==> src/rtl/circuit1_scheduler.sv <==
// rtl/circuit1_scheduler.sv - multi-cycle scheduler computing z = max(a+b, a+c) and x = a*c - (a+b)
module circuit1_scheduler (
    input  logic        Clk,
    input  logic        Rst,
    input  logic        Start,
    input  logic [7:0]  a,
    input  logic [7:0]  b,
    input  logic [7:0]  c,
    output logic        Busy,
    output logic        Done,
    output logic [7:0]  z,
    output logic [15:0] x
);

    typedef enum logic [2:0] {
        IDLE      = 3'd0,
        S_ADD_D   = 3'd1,
        S_ADD_E   = 3'd2,
        S_CMP_MUL = 3'd3,
        S_SUB     = 3'd4
    } state_t;

    state_t      state_q, state_d;
    logic [7:0]  a_q, b_q, c_q;
    logic [7:0]  d_q, e_q, zc_q;
    logic [15:0] f_q;
    logic [7:0]  z_q;
    logic [15:0] x_q;
    logic        done_q;

    logic        capture;
    logic [7:0]  add_rhs;
    logic [7:0]  add_sum;
    logic [7:0]  cmp_max;
    logic [15:0] mul_prod;
    logic [15:0] sub_diff;

    // Single shared adder: right operand is b while forming d, c while forming e.
    always_comb begin
        add_rhs  = (state_q == S_ADD_E) ? c_q : b_q;
        add_sum  = a_q + add_rhs;
        cmp_max  = (d_q >= e_q) ? d_q : e_q;
        mul_prod = {8'h00, a_q} * {8'h00, c_q};
        sub_diff = f_q - {8'h00, d_q};
    end

    always_comb begin
        state_d = state_q;
        capture = 1'b0;
        case (state_q)
            IDLE: begin
                if (Start) begin
                    capture = 1'b1;
                    state_d = S_ADD_D;
                end
            end
            S_ADD_D:   state_d = S_ADD_E;
            S_ADD_E:   state_d = S_CMP_MUL;
            S_CMP_MUL: state_d = S_SUB;
            S_SUB:     state_d = IDLE;
            default:   state_d = IDLE;
        endcase
    end

    always_ff @(posedge Clk or negedge Rst) begin
        if (!Rst) begin
            state_q <= IDLE;
            a_q     <= 8'h00;
            b_q     <= 8'h00;
            c_q     <= 8'h00;
            d_q     <= 8'h00;
            e_q     <= 8'h00;
            zc_q    <= 8'h00;
            f_q     <= 16'h0000;
            z_q     <= 8'h00;
            x_q     <= 16'h0000;
            done_q  <= 1'b0;
        end else begin
            state_q <= state_d;
            done_q  <= (state_q == S_SUB);
            if (capture) begin
                a_q <= a;
                b_q <= b;
                c_q <= c;
            end
            if (state_q == S_ADD_D) begin
                d_q <= add_sum;
            end
            if (state_q == S_ADD_E) begin
                e_q <= add_sum;
            end
            if (state_q == S_CMP_MUL) begin
                zc_q <= cmp_max;
                f_q  <= mul_prod;
            end
            // Both results are published together on the completion edge.
            if (state_q == S_SUB) begin
                z_q <= zc_q;
                x_q <= sub_diff;
            end
        end
    end

    assign Busy = (state_q != IDLE);
    assign Done = done_q;
    assign z    = z_q;
    assign x    = x_q;

endmodule

==> config.mk <==
export PLATFORM = sky130hd
export DESIGN_NAME = circuit1_scheduler
export DESIGN_NICKNAME = d
export VERILOG_FILES = /design/src/rtl/circuit1_scheduler.sv
export SDC_FILE = /design/constraint.sdc
export NUM_CORES = 1
export LEC_CHECK = 0
export CAP_MARGIN = 30
export CORE_UTILIZATION = 35
export CTS_BUF_LIST = sky130_fd_sc_hd__clkbuf_4 sky130_fd_sc_hd__clkbuf_8
export DETAILED_ROUTE_END_ITERATION = 8
export PLACE_DENSITY = 0.65
export SLEW_MARGIN = 10
export SYNTH_ARGS = -nofsm -noshare
export SYNTH_HDL_FRONTEND = slang
export SYNTH_SLANG_ARGS = --single-unit
==> constraint.sdc <==
create_clock -name Clk -period 12.75 [get_ports Clk]
set_clock_uncertainty 0.2 [all_clocks]
set_input_delay 2.55 -clock Clk [delete_from_list [all_inputs] [get_ports Clk]]
set_output_delay 2.55 -clock Clk [all_outputs]
set_load 0.02 [all_outputs]
==> metrics.md <==
| Metric | Value |
|---|---|
| Layout area overhead | 15.3% |
| Clock latency on the worst-skew pair | 0.37 ns |
| Crit path max fanout | 5 |
| Max_slew headroom | 42.2% |
| DP HPWL | 9560 um |
| Simple-Gate Fraction of Synth Area | 14.6% |
| Core footprint | 18,100 um2 |
| Worst EP arrival | 1.76 ns |
| WP depth | 2 |
| Crit path kind | reg -> out |
| Syn_nets | 787 |
| Final WS setup | 8.24 ns |
| Slew Viols, Final | 0 |
| Clock buffer count from CTS | 9 |
| RR Startpoint | a_q[1]$_DFFE_PN0P_ |
| Antenna-violating nets left | 0 |
| Register area share after synthesis | 35.4% |
| Row count | 49 |
| CP Buf/Inv Count | 1 |
| Delay-heaviest family, CP | buffers and inverters |
| Cells after synthesis | 663 |
| Failing checks | design-rule violations |
| Avg Vias per Cell | 4.73 |
| Final TNS setup | 0 ns |
| Startpoint types | register |
| Reg-to-reg slack, setup | 8.28 ns |
| Final cycle utilization of the critical path | 35.3% |
| Post-CTS Setup Inserts | 0 |
| Status | finished, violations left |
| Max Buffers Root-to-Sink | 2 |
| Io pins | 53 |
| Dpl cell area | 7280 um2 |
| Final Hold Viols | 0 |
| ANT cells | 0 |
| Vias | 4,477 |
| Filler cell count | 1,813 |
| Place WS | 8.24 ns |
| Post-cts gate resize count | 0 |
| Grt total ovfl | 0 |
| Die width | 138 um |
| Synth unique cells | 43 |
| Share of flip-flops with an asynchronous set or reset | 100% |
| H-tree Lvls | 3 |
| CP required | 10.00 ns |
| Mapped cell area | 6510 um2 |
| Number of cells on the worst reg-to-reg path | 15 |
| Commonest cells after routing, fill and taps aside | 103 x nand2_1, 92 x dfrtp_1, 64 x inv_1 |
| Fin crit period | 4.51 ns |
| WL/cell | 13.1 um |
| Post-synth EDFFs | 0 |
| Synth Flop Type | dfrtp_1 |
| CP startpoint | state_q[2]$_DFFE_PN0P_ |
| Count of state elements after synthesis | 92 |
| Die area | 19,100 um2 |
| CTS tree | done |
| FF-to-FF End | f_q[13]$_DFFE_PN0P_ |
| Hold_buf cts | 0 |
| Number of global-route vias before repair | 4,505 |
| Clock Sinks | 92 |
| Initial DRC count | 135 |
| Layout cells sized above 1 | 4.87% |
| Crit path max-delay cell type | clkdlybuf4s50_1 |
| Final WL | 12,400 um |
| Initial antenna violation count | 0 |
| Initial core utilization | 36.0% |
| First-pass GRT wire length | 22,300 um |
| Area leader, netlist | dfrtp_1 |
| Combinational family with the most area after synthesis | adder cells |
| Worst-margin pin slew | 0.865 ns |
| Crit path to | Busy |
| Synth top area cells | dfrtp_1 35%, fa_1 12%, ha_1 11% |
| Hold crit path type | reg -> reg |
| Leading cell type in the layout, fill and taps excluded | nand2_1 |
| Max_cap viols | 0 |
| Port buffer count | 52 |
| Compound-Gate Fraction of Synth Area | 10.8% |
| Post-synthesis adder-cell area fraction | 23.0% |
| # DRC | 4 |
| Final Wtd Congestion | 0.791 |
| Drt first pass iters | 6 |
| Die H | 138 um |
| Final Cell Area | 7500 um2 |
| Xor-xnor portion of the synthesized cell area | 3.77% |
| Slowest cell delay on critical path | 0.55 ns |
| Area share of the largest cell type after synthesis | 35.4% |
| Element type at the critical path end | primary output |
| CP Cell Sequence | or3_1 -> clkdlybuf4s50_1 |
| Nets | 837 |
| Largest net degree at the start of global routing | 74 |
| Clock transition at path regs | 0.09 ns |
| CTS root buf | clkbuf_8 |
| GRT Total Usage | 14.4% |
| Post-synthesis mux area share | 7.44% |
| RSZ-0062 raised after global routing | false |
| Setup violators final | 0 |
| Mapped Avg Cell Area | 9.82 um2 |
| Fmax | 222 MHz |
| Ys Warns | 0 |
## worst min-delay path, delay by kind of cell (launching register included)
family | cells | cell delay [ns]
DFF | 1 | 0.35
and+or+nand+nor | 2 | 0.10
## area by class of cell
cell class | instances | area (um2) | area share [%]
Clock inverter | 5 | 61.3 | 0.817
Timing Repair Buffer | 57 | 583 | 7.77
Tap cell | 229 | 287 | 3.82
Sequential cell | 92 | 2300 | 30.7
Multi-Input combinational cell | 486 | 3880 | 51.7
Inverter | 67 | 251 | 3.35
Clock buffer | 11 | 139 | 1.85
## Yosys cell counts (all sizes together) (2+ instances only)
cell type    n
a21oi       20
a21boi       2
o31ai        4
nand2b       9
a211oi       7
inv         66
nand2      103
buf          2
nor2b        3
nor2        21
xnor2       12
a21o         9
nand3        2
nand4        2
ha          59
clkbuf      16
xor2        16
o21bai       4
o21a         6
dfrtp       92
o21ai       59
mux2i        9
and2        51
nor3         2
mux2        35
o211ai       2
fa          38
nand3b       3
## logic make-up (layout without fill, tap and decap cells)
family / count (synthesis) / after routing
AND/OR/NAND/NOR: 200 / 200
AO/OA/AOI/OAI: 117 / 117
adder cells (fa/ha/maj): 97 / 97
flip-flops: 92 / 92
buffers and inverters: 85 / 140
multiplexers: 44 / 44
XOR/XNOR: 28 / 28
## metal layers
layer  track usage (%)  share of wire [%]  vias to the layer above
met5                 0                  0                        -
met4              4.73                1.5                        0
met3              2.77                3.2                       15
met2              22.5                 44                       68
met1              20.1                 52                     2103
li1                  -                  -                     2291
## worst min-delay path by stage
stage,endpoint,depth (start not counted),start
finish,z[5]$_DFFE_PN0P_,2,zc_q[5]$_DFFE_PN0P_
global route,zc_q[3]$_DFFE_PN0P_,2,zc_q[3]$_DFFE_PN0P_
CTS,z[1]$_DFFE_PN0P_,2,zc_q[1]$_DFFE_PN0P_
detailed placement,z[1]$_DFFE_PN0P_,2,zc_q[1]$_DFFE_PN0P_
global placement,z[2]$_DFFE_PN0P_,2,zc_q[2]$_DFFE_PN0P_
floorplan,z[0]$_DFFE_PN0P_,2,zc_q[0]$_DFFE_PN0P_
## stage by stage
stage	util, %	hold WS [ns]	std cells
2_1_floorplan	-	0.239	663
3_3_place_gp	40.2	0.249	929
3_5_place_dp	40.2	0.257	930
4_1_cts	41.3	0.280	946
5_1_grt	41.5	0.308	947
6_report	41.5	0.276	947
Power is left out: the tool's default activity adds up to more than one toggle a clock period on the data nets, which glitch-free logic cannot reach.
